[src/rtl/otbn_ntt_addr_seq.sv]
// otbn_ntt_addr_seq: autonomous NTT/INTT butterfly address sequencer.
// Walks every (stage, pair) of an IdxW-stage transform and presents one
// (idx0, idx1, twiddle) triple per cycle to the butterfly datapath under
// valid/ready. Mode 0 = Cooley-Tukey forward order, mode 1 = Gentleman-Sande
// inverse order. Configuration and status are exposed on the PQ ISPR port.
// Optional feature macro: OTBN_ADDR_SEQ_LAYER_LIMIT_EN enables a writable
// IsprSeqCfg register that restricts a run to a sub-range of stages.

package otbn_ntt_addr_seq_pkg;
    typedef enum logic [2:0] {
        IsprMode   = 3'd0,
        IsprIdx0   = 3'd1,
        IsprIdx1   = 3'd2,
        IsprJ      = 3'd3,
        IsprSeqCfg = 3'd4
    } ipqspr_e;
endpackage

// state   | meaning
// --------+---------------------------------------------------------------
// StIdle  | no run active; start_i launches a run, ISPR writes accepted
// StRun   | presenting triples; p advances per handshake, s per stage
module otbn_ntt_addr_seq
    import otbn_ntt_addr_seq_pkg::*;
#(
    parameter int IdxW  = 8,
    parameter int WselW = 3
) (
    input  logic                       clk_i,
    input  logic                       rst_ni,
    input  logic                       start_i,
    output logic                       busy_o,
    output logic                       done_o,
    output logic                       valid_o,
    input  logic                       ready_i,
    output logic [IdxW-WselW-1:0]      wdr0_o,
    output logic [WselW-1:0]           wsel0_o,
    output logic [IdxW-WselW-1:0]      wdr1_o,
    output logic [WselW-1:0]           wsel1_o,
    output logic [IdxW-1:0]            tw_idx_o,
    output logic [$clog2(IdxW)-1:0]    stage_o,
    input  ipqspr_e                    ispr_addr_i,
    input  logic [31:0]                ispr_base_wdata_i,
    input  logic [7:0]                 ispr_base_wr_en_i,
    input  logic                       ispr_init_i,
    output logic [31:0]                ispr_rdata_o
);

    localparam int SW = $clog2(IdxW);
    localparam int PW = IdxW - 1;

    typedef enum logic {
        StIdle = 1'b0,
        StRun  = 1'b1
    } state_e;

    state_e          state_q;
    logic [SW-1:0]   s_q;
    logic [PW-1:0]   p_q;
    logic            mode_q;
    logic            run_mode_q;
    logic            done_q;
    logic [SW-1:0]   cfg_first;
    logic [SW-1:0]   cfg_last;
    logic            ispr_wr;

    logic [SW-1:0]   lsh;
    logic [IdxW-1:0] p_ext;
    logic [IdxW-1:0] low_mask;
    logic [IdxW-1:0] idx0_raw;
    logic [IdxW-1:0] idx1_raw;
    logic [IdxW-1:0] grp;
    logic [IdxW-1:0] tw_raw;
    logic [IdxW-1:0] idx0;
    logic [IdxW-1:0] idx1;
    logic [IdxW-1:0] tw;
    logic            running;

    assign running = (state_q == StRun);
    assign ispr_wr = (|ispr_base_wr_en_i) && (state_q == StIdle);

`ifdef OTBN_ADDR_SEQ_LAYER_LIMIT_EN
    logic [SW-1:0] cfg_first_q;
    logic [SW-1:0] cfg_last_q;
    logic          unused_wdata;

    assign cfg_first    = cfg_first_q;
    assign cfg_last     = cfg_last_q;
    assign unused_wdata = ^ispr_base_wdata_i[31:8];

    // Out-of-range stage numbers clamp to the last stage.
    function automatic logic [SW-1:0] sat_stage(input logic [3:0] v);
        if (int'(v) > IdxW - 1) return SW'(IdxW - 1);
        return SW'(v);
    endfunction

    // Stage-range configuration register, writable only while idle.
    always_ff @(posedge clk_i or negedge rst_ni) begin
        if (!rst_ni) begin
            cfg_first_q <= '0;
            cfg_last_q  <= SW'(IdxW - 1);
        end else if (ispr_init_i) begin
            cfg_first_q <= '0;
            cfg_last_q  <= SW'(IdxW - 1);
        end else if (ispr_wr && ispr_addr_i == IsprSeqCfg) begin
            cfg_first_q <= sat_stage(ispr_base_wdata_i[3:0]);
            cfg_last_q  <= sat_stage(ispr_base_wdata_i[7:4]);
        end
    end
`else
    logic unused_wdata;

    assign cfg_first    = '0;
    assign cfg_last     = SW'(IdxW - 1);
    assign unused_wdata = ^ispr_base_wdata_i[31:1];
`endif

    // Sequencer FSM: stage/pair counters, run mode capture and done pulse.
    always_ff @(posedge clk_i or negedge rst_ni) begin
        if (!rst_ni) begin
            state_q    <= StIdle;
            s_q        <= '0;
            p_q        <= '0;
            mode_q     <= 1'b0;
            run_mode_q <= 1'b0;
            done_q     <= 1'b0;
        end else if (ispr_init_i) begin
            state_q    <= StIdle;
            s_q        <= '0;
            p_q        <= '0;
            mode_q     <= 1'b0;
            run_mode_q <= 1'b0;
            done_q     <= 1'b0;
        end else begin
            done_q <= 1'b0;
            if (ispr_wr && ispr_addr_i == IsprMode) begin
                mode_q <= ispr_base_wdata_i[0];
            end
            case (state_q)
                StIdle: begin
                    if (start_i) begin
                        run_mode_q <= mode_q;
                        p_q        <= '0;
                        if (cfg_first > cfg_last) begin
                            // Empty stage range: finish without presenting anything.
                            s_q    <= '0;
                            done_q <= 1'b1;
                        end else begin
                            s_q     <= cfg_first;
                            state_q <= StRun;
                        end
                    end
                end
                StRun: begin
                    if (ready_i) begin
                        if (&p_q) begin
                            p_q <= '0;
                            if (s_q == cfg_last) begin
                                s_q     <= '0;
                                state_q <= StIdle;
                                done_q  <= 1'b1;
                            end else begin
                                s_q <= s_q + SW'(1);
                            end
                        end else begin
                            p_q <= p_q + PW'(1);
                        end
                    end
                end
                default: state_q <= StIdle;
            endcase
        end
    end

    // Butterfly addressing: split p at bit L, insert the pair-select bit there.
    always_comb begin
        lsh      = run_mode_q ? s_q : (SW'(IdxW - 1) - s_q);
        p_ext    = {1'b0, p_q};
        low_mask = (IdxW'(1) << lsh) - IdxW'(1);
        idx0_raw = ((p_ext & ~low_mask) << 1) | (p_ext & low_mask);
        idx1_raw = idx0_raw | (IdxW'(1) << lsh);
        grp      = p_ext >> lsh;
        tw_raw   = ((IdxW'(1) << (IdxW - 1)) >> lsh) + grp;
        idx0     = running ? idx0_raw : '0;
        idx1     = running ? idx1_raw : '0;
        tw       = running ? tw_raw   : '0;
    end

    // ISPR read mux; unmapped selects read as zero.
    always_comb begin
        ispr_rdata_o = '0;
        case (ispr_addr_i)
            IsprMode:   ispr_rdata_o = {31'b0, mode_q};
            IsprIdx0:   ispr_rdata_o = 32'(idx0);
            IsprIdx1:   ispr_rdata_o = 32'(idx1);
            IsprJ:      ispr_rdata_o = 32'(p_q);
`ifdef OTBN_ADDR_SEQ_LAYER_LIMIT_EN
            IsprSeqCfg: ispr_rdata_o = {24'b0, 4'(cfg_last), 4'(cfg_first)};
`endif
            default:    ispr_rdata_o = '0;
        endcase
    end

    assign busy_o   = running;
    assign valid_o  = running;
    assign done_o   = done_q;
    assign stage_o  = s_q;
    assign tw_idx_o = tw;
    assign wdr0_o   = idx0[IdxW-1:WselW];
    assign wsel0_o  = idx0[WselW-1:0];
    assign wdr1_o   = idx1[IdxW-1:WselW];
    assign wsel1_o  = idx1[WselW-1:0];

endmodule

[config.mk]
export PLATFORM = sky130hd
export DESIGN_NAME = otbn_ntt_addr_seq
export DESIGN_NICKNAME = d
export VERILOG_FILES = /design/src/rtl/otbn_ntt_addr_seq.sv
export SDC_FILE = /design/constraint.sdc
export NUM_CORES = 1
export LEC_CHECK = 0
export CORE_MARGIN = 2
export CORE_UTILIZATION = 40
export DETAILED_ROUTE_END_ITERATION = 12
export GPL_ROUTABILITY_DRIVEN = 0
export MAX_ROUTING_LAYER = met4
export PLACE_DENSITY = 0.79
export SLEW_MARGIN = 20
export SYNTH_ARGS = -nofsm -noshare
export SYNTH_HDL_FRONTEND = slang
export SYNTH_SLANG_ARGS = --single-unit
[constraint.sdc]
create_clock -name clk_i -period 5.59 [get_ports clk_i]
set_clock_uncertainty 0.15 [all_clocks]
set_input_delay 1.677 -clock clk_i [delete_from_list [all_inputs] [get_ports clk_i]]
set_output_delay 1.677 -clock clk_i [all_outputs]
set_load 0.05 [all_outputs]
# == After elaboration in Yosys (flattened, before gate mapping) ==
# Index checks and enable logic that the tools add are counted.
# word_totals
input_bits,48
wordCells,70
register_bits,14
# classes
addsub,5
n_mux,32
bitwise_logic,6
shifts,3
n_reduce_logical,10
n_eq_ne,8
# op_table
op,count
8-bit one-hot mux with 4 select lines,1
7-bit two-way mux,4
8-bit two-way mux,3
3-bit two-way mux,6
8-bit OR,2
1-bit two-way mux,14
7-bit one-hot mux with 2 select lines,1
8-bit adder,1
7-bit by 8-bit AND with 8-bit output,1
8-bit OR reduction,1
"1-bit by 3-bit left shift with 8-bit output, first input constant",1
7-bit by 3-bit >> shifter with 8-bit output,1
"8-bit by 3-bit >> shifter with 8-bit output, first input constant",1
"8-bit by 2-bit subtractor with 8-bit output, second input constant",1
"7-bit by 1-bit adder with 7-bit output, second input constant",1
7-bit AND,1
7-bit NOT,1
7-bit AND reduction,1
"3-bit by 2-bit equality test with 1-bit output, second input constant",2
"3-bit != test, second input constant",2
3-bit one-hot mux with 2 select lines,1
1-bit one-hot mux with 2 select lines,2
2-bit AND reduction,2
2-bit nonzero test,2
other kinds (10),11

# == Logic depth before layout (Yosys ltp) ==
# Gate-level depths: netlist of the first run.
# logic_depth
ltp_word,10
depth_mapped,13

# == Worst setup path after synthesis of the first run ==
# OpenSTA, ideal clock, no wires.
# synth_timing
kind,register -> output
from,register s_q[0] (netlist: stage_o[0])
to,output tw_idx_o[7]
required_time_ps,3763
slack_ps,-114
arrival_time_ps,3877
n_path_buf,2
stages_incl_launch_ff,13
path_cell_list,dfrtp_1 buf_6 buf_2 xnor2_1 mux4_2 nand2_1 o31ai_1 ha_1 a21o_1 a21o_1 o21ai_0 o32ai_1 mux2i_1
# synth_between
elab_chain_len,5
elab_cells_between_ends,6
cone_classes,2 x add/sub; 2 x shift; 2 x mux
# synth_rtl
item,line,text
start: declaration,58,logic [SW-1:0] s_q;
start signal: assignment,149,s_q <= cfg_first;
start signal: assignment,163,s_q <= s_q + SW'(1);
3-bit subtractor,177,lsh = run_mode_q ? s_q : (SW'(IdxW - 1) - s_q);
3-bit two-way mux *,177,
8-bit by 3-bit >> shifter with 8-bit output or 7-bit by 3-bit >> shifter with 8-bit output (tied branches),"183, 182",
8-bit adder *,183,tw_raw = ((IdxW'(1) << (IdxW - 1)) >> lsh) + grp;
8-bit two-way mux *,186,tw = running ? tw_raw : '0;
end: declaration,40,"output logic [IdxW-1:0] tw_idx_o,"
# Mark *: on every way between the ends. The rest lies on a longest branch, timed or not.

# == Worst setup path after layout of the first run ==
# layout_timing
from,register run_mode_q
to,output wdr1_o[4]
# layout_between
elab_chain_len,8
elab_cells_between_ends,9
cone_classes,1 x add/sub; 1 x shift; 2 x mux; 5 x bitwise
# layout_rtl
item,line,text
start: declaration,61,logic run_mode_q;
start signal: assignment,142,run_mode_q <= mode_q;
3-bit two-way mux *,177,
1-bit by 3-bit left shift with 8-bit output *,"179, 181",
8-bit by 2-bit subtractor with 8-bit output,179,low_mask = (IdxW'(1) << lsh) - IdxW'(1);
7-bit NOT,180,idx0_raw = ((p_ext & ~low_mask) << 1) | (p_ext & low_mask);
7-bit AND,180,
8-bit OR,180,
8-bit OR *,181,idx1_raw = idx0_raw | (IdxW'(1) << lsh);
8-bit two-way mux *,185,idx1 = running ? idx1_raw : '0;
end: declaration,38,"output logic [IdxW-WselW-1:0] wdr1_o,"
# Marked as above.

==> flow_summary_export.csv, run 1 <==
group,metric,value,unit
timing,slew_headroom,0.467,
final_layout,n_antenna_cell,0,
outcome,outcome,"finished, final reports clean",
synth,synth_common_cells,"nor2_1, buf_4, nand2_1",
timing,max_freq,0.187,GHz
synth,avgSynthCellArea,7.52,um2
global_route,grt_max_degree,28,
synth,ys_seq_elements,14,
synth,ys_seq_area_frac,0.155,
die,coreArea,5470,um2
place,hpwlAfterDp,4740,um
routing,viasPerCell,5.65,
synth,synth_edf_count,0,
clock_network,post_cts_buffers,0,
clock_network,root_buffer,"clkbuf_8",
clock_network,clk_latency,250,ps
timing,final.setup.tns,0,ps
routing,drc,0,
worst_setup_path,critPathKind,"register to output pin",
clock_network,cts_tree,"yes",
worst_setup_path,setup.worst_path.start_class,"register",
clock_network,clk_pin_slew,60,ps
die,chipHeight,79.1,um
synth,synth_warnings,0,
worst_hold_path,hold_class,"register to register",
global_route,grt_usage,0.206,
global_route,grt_pass1_vias,2180,
routing,vias,2340,
synth,yosysMostFrequentCell,"nor2_1",
final_layout,fin_nets,401,
worst_setup_path,worstPathRequired,3760,ps
final_layout,fin_util,0.534,
clock_network,cts_resized,0,
timing,report.final.setup_viol,0,
routing,firstDrtPassIters,7,
synth,ys.flop_type,"dfrtp_1",
worst_setup_path,end_kind,"output pin",
die,start_util,0.412,
die,die_area,6250,um2
die,die_w,79.1,um
timing,grt_setup_unrepaired,"no",
timing,maxSlewViolCount,0,
synth,syn_area,2250,um2
worst_setup_path,critPathMaxFanout,12,
synth,synth-async-reset-ratio,1.00,
worst_setup_path,cp.arrival,3530,ps
clock_network,numCtsBuffers,3,
clock_network,clockBufferDepth,2,
routing,postRouteAntennaNets,0,
timing,layout_min_cycle_time,5360,ps
routing,wire_per_inst,14.9,um
clock_network,cts-hold-fix-buffers,0,
synth,synth_top_area_frac,0.155,
power_and_ir_drop,ir_drop,0.000142,V
final_layout,drive_above_1_share,0.120,
synth,synth_top_cell_by_area,"dfrtp_1",
routing,drt-total-wl,6170,um
global_route,grt_pass1_wl,10200,um
clock_network,htree_levels,1,
timing,period_share,0.958,
final_layout,syn2layout_area_growth,29.6,%
clock_network,cts.sinks,14,
flow_run,drv_cap,0,
synth,post_synth_num_cell_types,71,
global_route,overflow,0,
die,rows,27,
timing,hold_violations,0,
synth,synth_cells,300,
power_and_ir_drop,leakage,1.25,nW
place,io_buffers,54,
power_and_ir_drop,power.density,122,nW/um2
global_route,antenna_found_initial,0,
die,ios,110,
routing,dr.first_iter.drc_count,224,
timing,tightestPinTransition,800,ps
synth,synth_top_cells_by_area,"dfrtp_1, buf_4, nor2_1",
per-stage QoR:
step / power [mW] / hold slack (ps) / std cells / area (um2) / setup slack, ps
after detailed placement: 0.257 / 435 / 410 / 2860 / 296
after floorplan: 0.229 / 350 / 323 / 2350 / 53.0
final: 0.356 / 431 / 414 / 2920 / 233
after global routing: 0.372 / 486 / 414 / 2920 / 54.4
after global placement: 0.254 / 413 / 410 / 2860 / 351
after CTS: 0.358 / 448 / 414 / 2910 / 27.2
power breakdown:
group / switching (mW) / leakage, nW / total, mW / internal [mW]
clock: 0.0364 / 0.0288 / 0.0988 / 0.0624
sequential: 0.00502 / 0.192 / 0.109 / 0.103
combinational: 0.105 / 1.03 / 0.148 / 0.0435
total: 0.146 / 1.25 / 0.356 / 0.209
routing by layer:
layer / wire length [um] / up-vias / global-route usage / share of wire
met5: 0 / - / - / 0
met4: 87 / 0 / 0.0603 / 0.014
met3: 516 / 12 / 0.0239 / 0.084
met2: 3040 / 119 / 0.340 / 0.49
met1: 2530 / 1100 / 0.267 / 0.41
li1: - / 1109 / - / -
registers in the layout, summed over array words and instances, names as in the netlist:
signal and count:
busy_o 1, done_o 1, mode_q 1, p_q 7, run_mode_q 1, stage_o 3
worst paths after layout:
path / end / slack, ps / from / cells past startpoint
max in group asynchronous: run_mode_q / 3160 / rst_ni / 1
min in group asynchronous: p_q[6] / 1680 / rst_ni / 1
worst min register to register: run_mode_q / 430 / mode_q / 2
worst max-delay path: wdr1_o[4] / 230 / run_mode_q / 9
worst max register to register: mode_q / 3600 / busy_o / 6
worst min-delay path: run_mode_q / 430 / mode_q / 2
cells by family after synthesis:
kind of cell | Yosys count | share of synthesized area
other | 1 | 0.00166
XOR/XNOR | 12 | 0.0466
buffers and inverters | 62 | 0.168
AND/OR/NAND/NOR | 112 | 0.271
AO/OA/AOI/OAI | 76 | 0.230
flip-flops | 14 | 0.155
multiplexers | 13 | 0.0688
adder cells (fa/ha/maj) | 10 | 0.0588
layout make-up:
cell class | instances | area (um2)
clock buffers | 4 | 55.1
fillers | 496 | 2550
inverters | 13 | 48.8
multi-input cells | 247 | 1630
flip-flops and latches | 14 | 352
well taps | 72 | 90.1
repair buffers | 64 | 743
cell usage in the layout (no fill, tap or decap), types with 3 or more instances in the layout:
cell / instances
clkdlybuf4s50_1: 40
nor2_1: 31
nand2_1: 24
conb_1: 24
a21oi_1: 17
o21ai_0: 14
dfrtp_1: 13
buf_12: 13
inv_1: 12
buf_4: 11
nand3_1: 10
mux2i_1: 10
ha_1: 9
xor2_1: 6
a31oi_1: 6
xnor2_1: 5
nor2b_1: 5
nor3_1: 5
and3_1: 4
and2_1: 4
clkbuf_8: 4
o211a_1: 3
or3_1: 3
o2111ai_1: 3
nand3b_1: 3
nand2b_1: 3
a21o_1: 3
critical path, stage by stage, from the launching register on:
cell and delay [ps]:
dfrtp_2 550, buf_4 250, or4b_4 500, nand2_4 130, inv_1 80, ha_1 250
mux4_2 330, nor3_2 280, a21o_1 120, clkdlybuf4s50_1 790
Power figures use the tool's default switching activity.
==> inputs of run 2 (changes only) <==
--- a/config.mk
+++ b/config.mk
@@ -10,7 +10,7 @@
 export DETAILED_ROUTE_END_ITERATION = 12
 export GPL_ROUTABILITY_DRIVEN = 0
 export MAX_ROUTING_LAYER = met4
-export PLACE_DENSITY = 0.79
+export PLACE_DENSITY_LB_ADDON = 0.2
 export SLEW_MARGIN = 20
 export SYNTH_ARGS = -nofsm -noshare
 export SYNTH_HDL_FRONTEND = slang
==> run 2 against run 1 <==
  * Largest cell class unchanged
  * Largest power group unchanged
  * Fmax is 1.1% higher
  * Non-clock buffer count increased by 1
  * Utilization up 0.091 points
  * First-iteration DRC count decreased by 17%
  * Sequential power is essentially flat
  * Setup slack better by 61 ps
  * Critical path depth rose by 3
==> flow_summary_export.csv, run 2 (synthesis gave the netlist of run 1 again) <==
group,metric,value,unit
outcome,outcome,"finished, final reports clean",
worst_setup_path,worstPathRequired,3760,ps
timing,maxSlewViolCount,0,
final_layout,design_area,2930,um2
routing,dr.first_iter.drc_count,186,
timing,period_share,0.948,
die,die_area,6250,um2
worst_setup_path,path_cells,"buf_4, xor2_1, mux2i_1, nand2_1, o211ai_1, o21ai_0, ha_1, fa_1, a21oi_1, o31ai_1, mux2i_1, buf_12",
clock_network,cts.sinks,14,
routing,postRouteAntennaNets,0,
power_and_ir_drop,pwr-share-seq,0.314,
final_layout,syn2layout_area_growth,29.8,%
worst_setup_path,critPathKind,"register to output pin",
place,dp.cells,411,
timing,layout_min_cycle_time,5300,ps
final_layout,fin_cells,415,
final_layout,multiInputGateArea,1630,um2
global_route,grt_pass1_wl,10300,um
worst_setup_path,slowest_delay,510,ps
worst_hold_path,hold_class,"register to register",
final_layout,ff_latch_area,352,um2
die,chipHeight,79.1,um
worst_setup_path,rr_startpoint,"busy_o",
routing,drt-total-wl,6270,um
power_and_ir_drop,p_sw,0.145,mW
clock_network,htree_levels,1,
clock_network,cts_resized,0,
clock_network,clk_pin_slew,60,ps
routing,drc,0,
power_and_ir_drop,ir_drop,0.000177,V
clock_network,numCtsBuffers,3,
power_and_ir_drop,pwr-share-comb,0.412,
worst_setup_path,slowest_stage,"dfrtp_2",
clock_network,cts_tree,"yes",
timing,grt_setup_unrepaired,"no",
worst_hold_path,whs_path_depth,2,
place,io_buffers,54,
worst_setup_path,cp_top_family,"adder cells",
routing,viasPerCell,5.55,
timing,max_freq,0.189,GHz
worst_setup_path,cp.arrival,3470,ps
final_layout,n_antenna_cell,0,
power_and_ir_drop,leakage,1.26,nW
final_layout,fin_nets,402,
power_and_ir_drop,power.density,121,nW/um2
routing,firstDrtPassIters,4,
routing,wire_per_inst,15.1,um
global_route,busiest_layer,"met2",
final_layout,fillCellCount,550,
flow_run,drv_cap,0,
global_route,overflow,0,
power_and_ir_drop,p_int,0.210,mW
worst_setup_path,crit_cells,12,
timing,report.final.setup_viol,0,
global_route,grtUsageMet1,0.262,
clock_network,cts-hold-fix-buffers,0,
global_route,grtUsageMet2,0.355,
timing,tightestPinTransition,830,ps
timing,slew_headroom,0.447,
place,place_ws,368,ps
routing,vias,2305,
place,hpwlAfterDp,4840,um
global_route,grt_pass1_vias,2197,
clock_network,clk_latency,250,ps
clock_network,root_buffer,"clkbuf_8",
global_route,grt_max_degree,21,
final_layout,drive_above_1_share,0.125,
worst_setup_path,cp_num_buf_inv,2,
worst_setup_path,crit_start,"stage_o[0]",
die,start_util,0.412,
final_layout,largest_reg_flops,7,
die,rows,27,
worst_setup_path,rrSetupSlack,3430,ps
final_layout,layout.cells.most_common,"clkdlybuf4s50_1",
worst_setup_path,critPathMostFrequentCell,"mux2i_1",
clock_network,clockBufferDepth,2,
final_layout,final_cell_mix,"clkdlybuf4s50_1, nor2_1, nand2_1, conb_1, a21oi_1",
global_route,use_met3,0.0261,
clock_network,post_cts_buffers,0,
power_and_ir_drop,sw_frac_of_total,0.407,
timing,hold_slack,411,ps
die,ios,110,
worst_setup_path,setup.worst_path.start_class,"register",
global_route,antenna_found_initial,0,
worst_setup_path,end_kind,"output pin",
power_and_ir_drop,clock_power_share,0.274,
place,placed_cell_area,2860,um2
timing,final.setup.tns,0,ps
global_route,grt_usage,0.208,
worst_setup_path,reg2reg_depth,6,
die,die_w,79.1,um
timing,hold_violations,0,
worst_setup_path,critPathMaxFanout,12,
timing,worst_slack,293,ps
die,coreArea,5470,um2
worst_hold_path,hold_start,"mode_q",
final_layout,top_register,"p_q",
-- run 2: cell types whose count changed in the layout (fill, tap and decap cells not counted) --
cell             before  now
clkdlybuf4s50_1      40   39
buf_4                11   13
-- run 2: worst paths after layout --
check | endpoint
min in group asynchronous | stage_o[2]
min | mode_q
min reg2reg | mode_q
max reg2reg | stage_o[1]
max | tw_idx_o[6]
max in group asynchronous | stage_o[0]
-- run 2: stage by stage --
| stage | utilization | total power [mW] |
|---|---|---|
| global placement | 0.523 | 0.258 |
| CTS | 0.533 | 0.357 |
| finish | 0.535 | 0.355 |
| detailed placement | 0.523 | 0.259 |
| floorplan | - | 0.229 |
| global route | 0.535 | 0.374 |
-- run 2: area by class of cell --
cell class                 instances  share of cell area
clock buffer                       4              0.0188
inverter                          13              0.0167
multi-input combinational        247               0.558
sequential                        14               0.120
tap                               72              0.0308
timing repair buffer              65               0.256
-- run 2: power groups by stage --
stage	Sequential (mW)	Combinational (mW)	Clock, mW
2_1_floorplan	0.113	0.117	0
3_3_place_gp	0.113	0.145	0
3_5_place_dp	0.113	0.146	0
4_1_cts	0.111	0.146	0.0993
5_1_grt	0.112	0.157	0.106
6_report	0.111	0.146	0.0974
-- run 2: worst register-to-register path, delay by kind of cell, from the launching register on --
kind / cells / cell delay (ps)
buffers and inverters: 1 / 320
AOI/OAI and AO/OA: 3 / 690
and+or+nand+nor: 2 / 240
DFF: 1 / 660
-- run 2: metal layers --
layer | wire length [um] | vias up
met1 | 2760 | 1091
met5 | 0 | -
met4 | 110 | 0
met3 | 301 | 15
li1 | - | 1111
met2 | 3100 | 88
==> inputs of run 3 (changes only) <==
--- a/config.mk
+++ b/config.mk
@@ -6,7 +6,8 @@
 export NUM_CORES = 1
 export LEC_CHECK = 0
 export CORE_MARGIN = 2
-export CORE_UTILIZATION = 40
+export CORE_UTILIZATION = 42
+export CTS_CLUSTER_DIAMETER = 80
 export DETAILED_ROUTE_END_ITERATION = 12
 export GPL_ROUTABILITY_DRIVEN = 0
 export MAX_ROUTING_LAYER = met4
==> run 3 against run 2 <==
  * Flip-flop and latch count unchanged
  * Worst hold slack improved by 12 ps
  * Cell count decreased by 0.48%
  * Power decreased by 5.4%
  * Non-clock buffer count increased by 1
  * Final area decreased by 0.60%
  * Die area decreased by 4.5%
  * Fmax increased by 1.3%
  * Global-route usage increased by 0.14 points
  * Clock power decreased by 19%
  * Sequential power about the same
  * Count of clock-buffer cells in the layout decreased by 1
  * Critical endpoint unchanged
  * Largest cell class unchanged
==> flow_summary_export.csv, run 3 (synthesis gave the netlist of run 1 again) <==
group,metric,value,unit
outcome,outcome,"finished, final reports clean",
worst_setup_path,end_kind,"output pin",
clock_network,clk_pin_slew,50,ps
clock_network,root_buffer,"clkbuf_8",
die,die_w,77.3,um
worst_setup_path,cp.arrival,3400,ps
global_route,grt_max_degree,28,
die,chipHeight,77.3,um
routing,dr.first_iter.drc_count,184,
worst_hold_path,whs_path_depth,2,
die,die_area,5970,um2
place,io_buffers,54,
worst_setup_path,critPathMaxFanout,14,
routing,drc,0,
timing,tightestPinTransition,879,ps
timing,slew_headroom,0.414,
routing,vias,2262,
power_and_ir_drop,ir_drop,0.000159,V
power_and_ir_drop,power.density,116,nW/um2
timing,report.final.setup_viol,0,
final_layout,layout.cells.most_common,"clkdlybuf4s50_1",
global_route,grt_pass1_wl,10100,um
timing,final.setup.tns,0,ps
final_layout,n_antenna_cell,0,
worst_setup_path,crit_start,"stage_o[0]",
clock_network,clockBufferDepth,2,
timing,grt_setup_unrepaired,"no",
global_route,overflow,0,
clock_network,cts_tree,"yes",
place,placed_cell_area,2870,um2
global_route,antenna_found_initial,0,
place,hpwlAfterDp,4620,um
worst_setup_path,reg2reg_depth,6,
power_and_ir_drop,leakage,1.25,nW
routing,drt-total-wl,6030,um
clock_network,clk_latency,240,ps
clock_network,htree_levels,1,
final_layout,syn2layout_area_growth,29.0,%
timing,period_share,0.936,
timing,layout_min_cycle_time,5230,ps
routing,firstDrtPassIters,6,
worst_setup_path,critPathKind,"register to output pin",
worst_setup_path,setup.worst_path.start_class,"register",
clock_network,cts.sinks,14,
final_layout,top_register,"p_q",
timing,hold_violations,0,
worst_setup_path,worstPathRequired,3760,ps
routing,viasPerCell,5.48,
worst_hold_path,hold_start,"mode_q",
worst_hold_path,hold_class,"register to register",
die,ios,110,
die,coreArea,5140,um2
timing,max_freq,0.191,GHz
timing,maxSlewViolCount,0,
die,rows,26,
worst_setup_path,rr_startpoint,"busy_o",
clock_network,cts-hold-fix-buffers,0,
flow_run,drv_cap,0,
die,start_util,0.439,
global_route,grt_pass1_vias,2108,
clock_network,numCtsBuffers,3,
clock_network,post_cts_buffers,0,
global_route,grt_usage,0.209,
final_layout,fin_nets,403,
final_layout,drive_above_1_share,0.120,
clock_network,cts_resized,0,
final_layout,final_cell_mix,"clkdlybuf4s50_1, nor2_1, nand2_1, conb_1, a21oi_1",
routing,wire_per_inst,14.6,um
final_layout,design_area,2910,um2
routing,postRouteAntennaNets,0,
final_layout,largest_reg_flops,7,
## run 3: cell count changes in the layout (fill, tap and decap cells not counted)
cell      previous run  this run
xnor2_1              5         6
xnor2_2              1         0
clkbuf_8             4         3
dfrtp_1             13        14
dfrtp_2              1         0
buf_4               13        14
## run 3: where the power goes
group          internal, mW  switching (mW)
combinational        0.0444           0.104
sequential            0.104         0.00530
clock                0.0475          0.0316
total                 0.195           0.141
## run 3: stage by stage
step,util,total power [mW],setup slack (ps),cells,hold WS (ps)
after global routing,0.566,0.354,67.8,413,507
after floorplan,-,0.229,53.0,323,350
after global placement,0.558,0.257,376,410,404
after detailed placement,0.558,0.258,419,410,416
final,0.566,0.336,360,413,424
after CTS,0.566,0.338,355,413,429
## run 3: layout make-up
type,instances,area [um2]
well taps,70,87.6
flip-flops and latches,14,350
repair buffers,66,756
clock buffers,3,41.3
fillers,513,2230
inverters,13,48.8
multi-input cells,247,1630
## run 3: final timing paths
kind / end / slack [ps]
max: tw_idx_o[6] / 360
min: run_mode_q / 420
max reg2reg: mode_q / 3550
min reg2reg: run_mode_q / 420
max in group asynchronous: stage_o[1] / 3220
min in group asynchronous: busy_o / 1670
## run 3: layer usage
metal / track usage / vias to the layer above / wire length [um]
met5: - / - / 0
met4: 0.0250 / 0 / 31
met3: 0.0247 / 4 / 357
met2: 0.366 / 84 / 2990
met1: 0.268 / 1061 / 2650
li1: - / 1113 / -
## run 3: critical path: stages, from the launching register on
cell and delay (ps):
dfrtp_1 590, xor2_1 460, mux2i_1 310, nand2_1 90, o211ai_1 90, o21ai_0 110, ha_1 240, fa_1 400
a21oi_1 270, o31ai_1 130, mux2i_1 290, buf_12 180
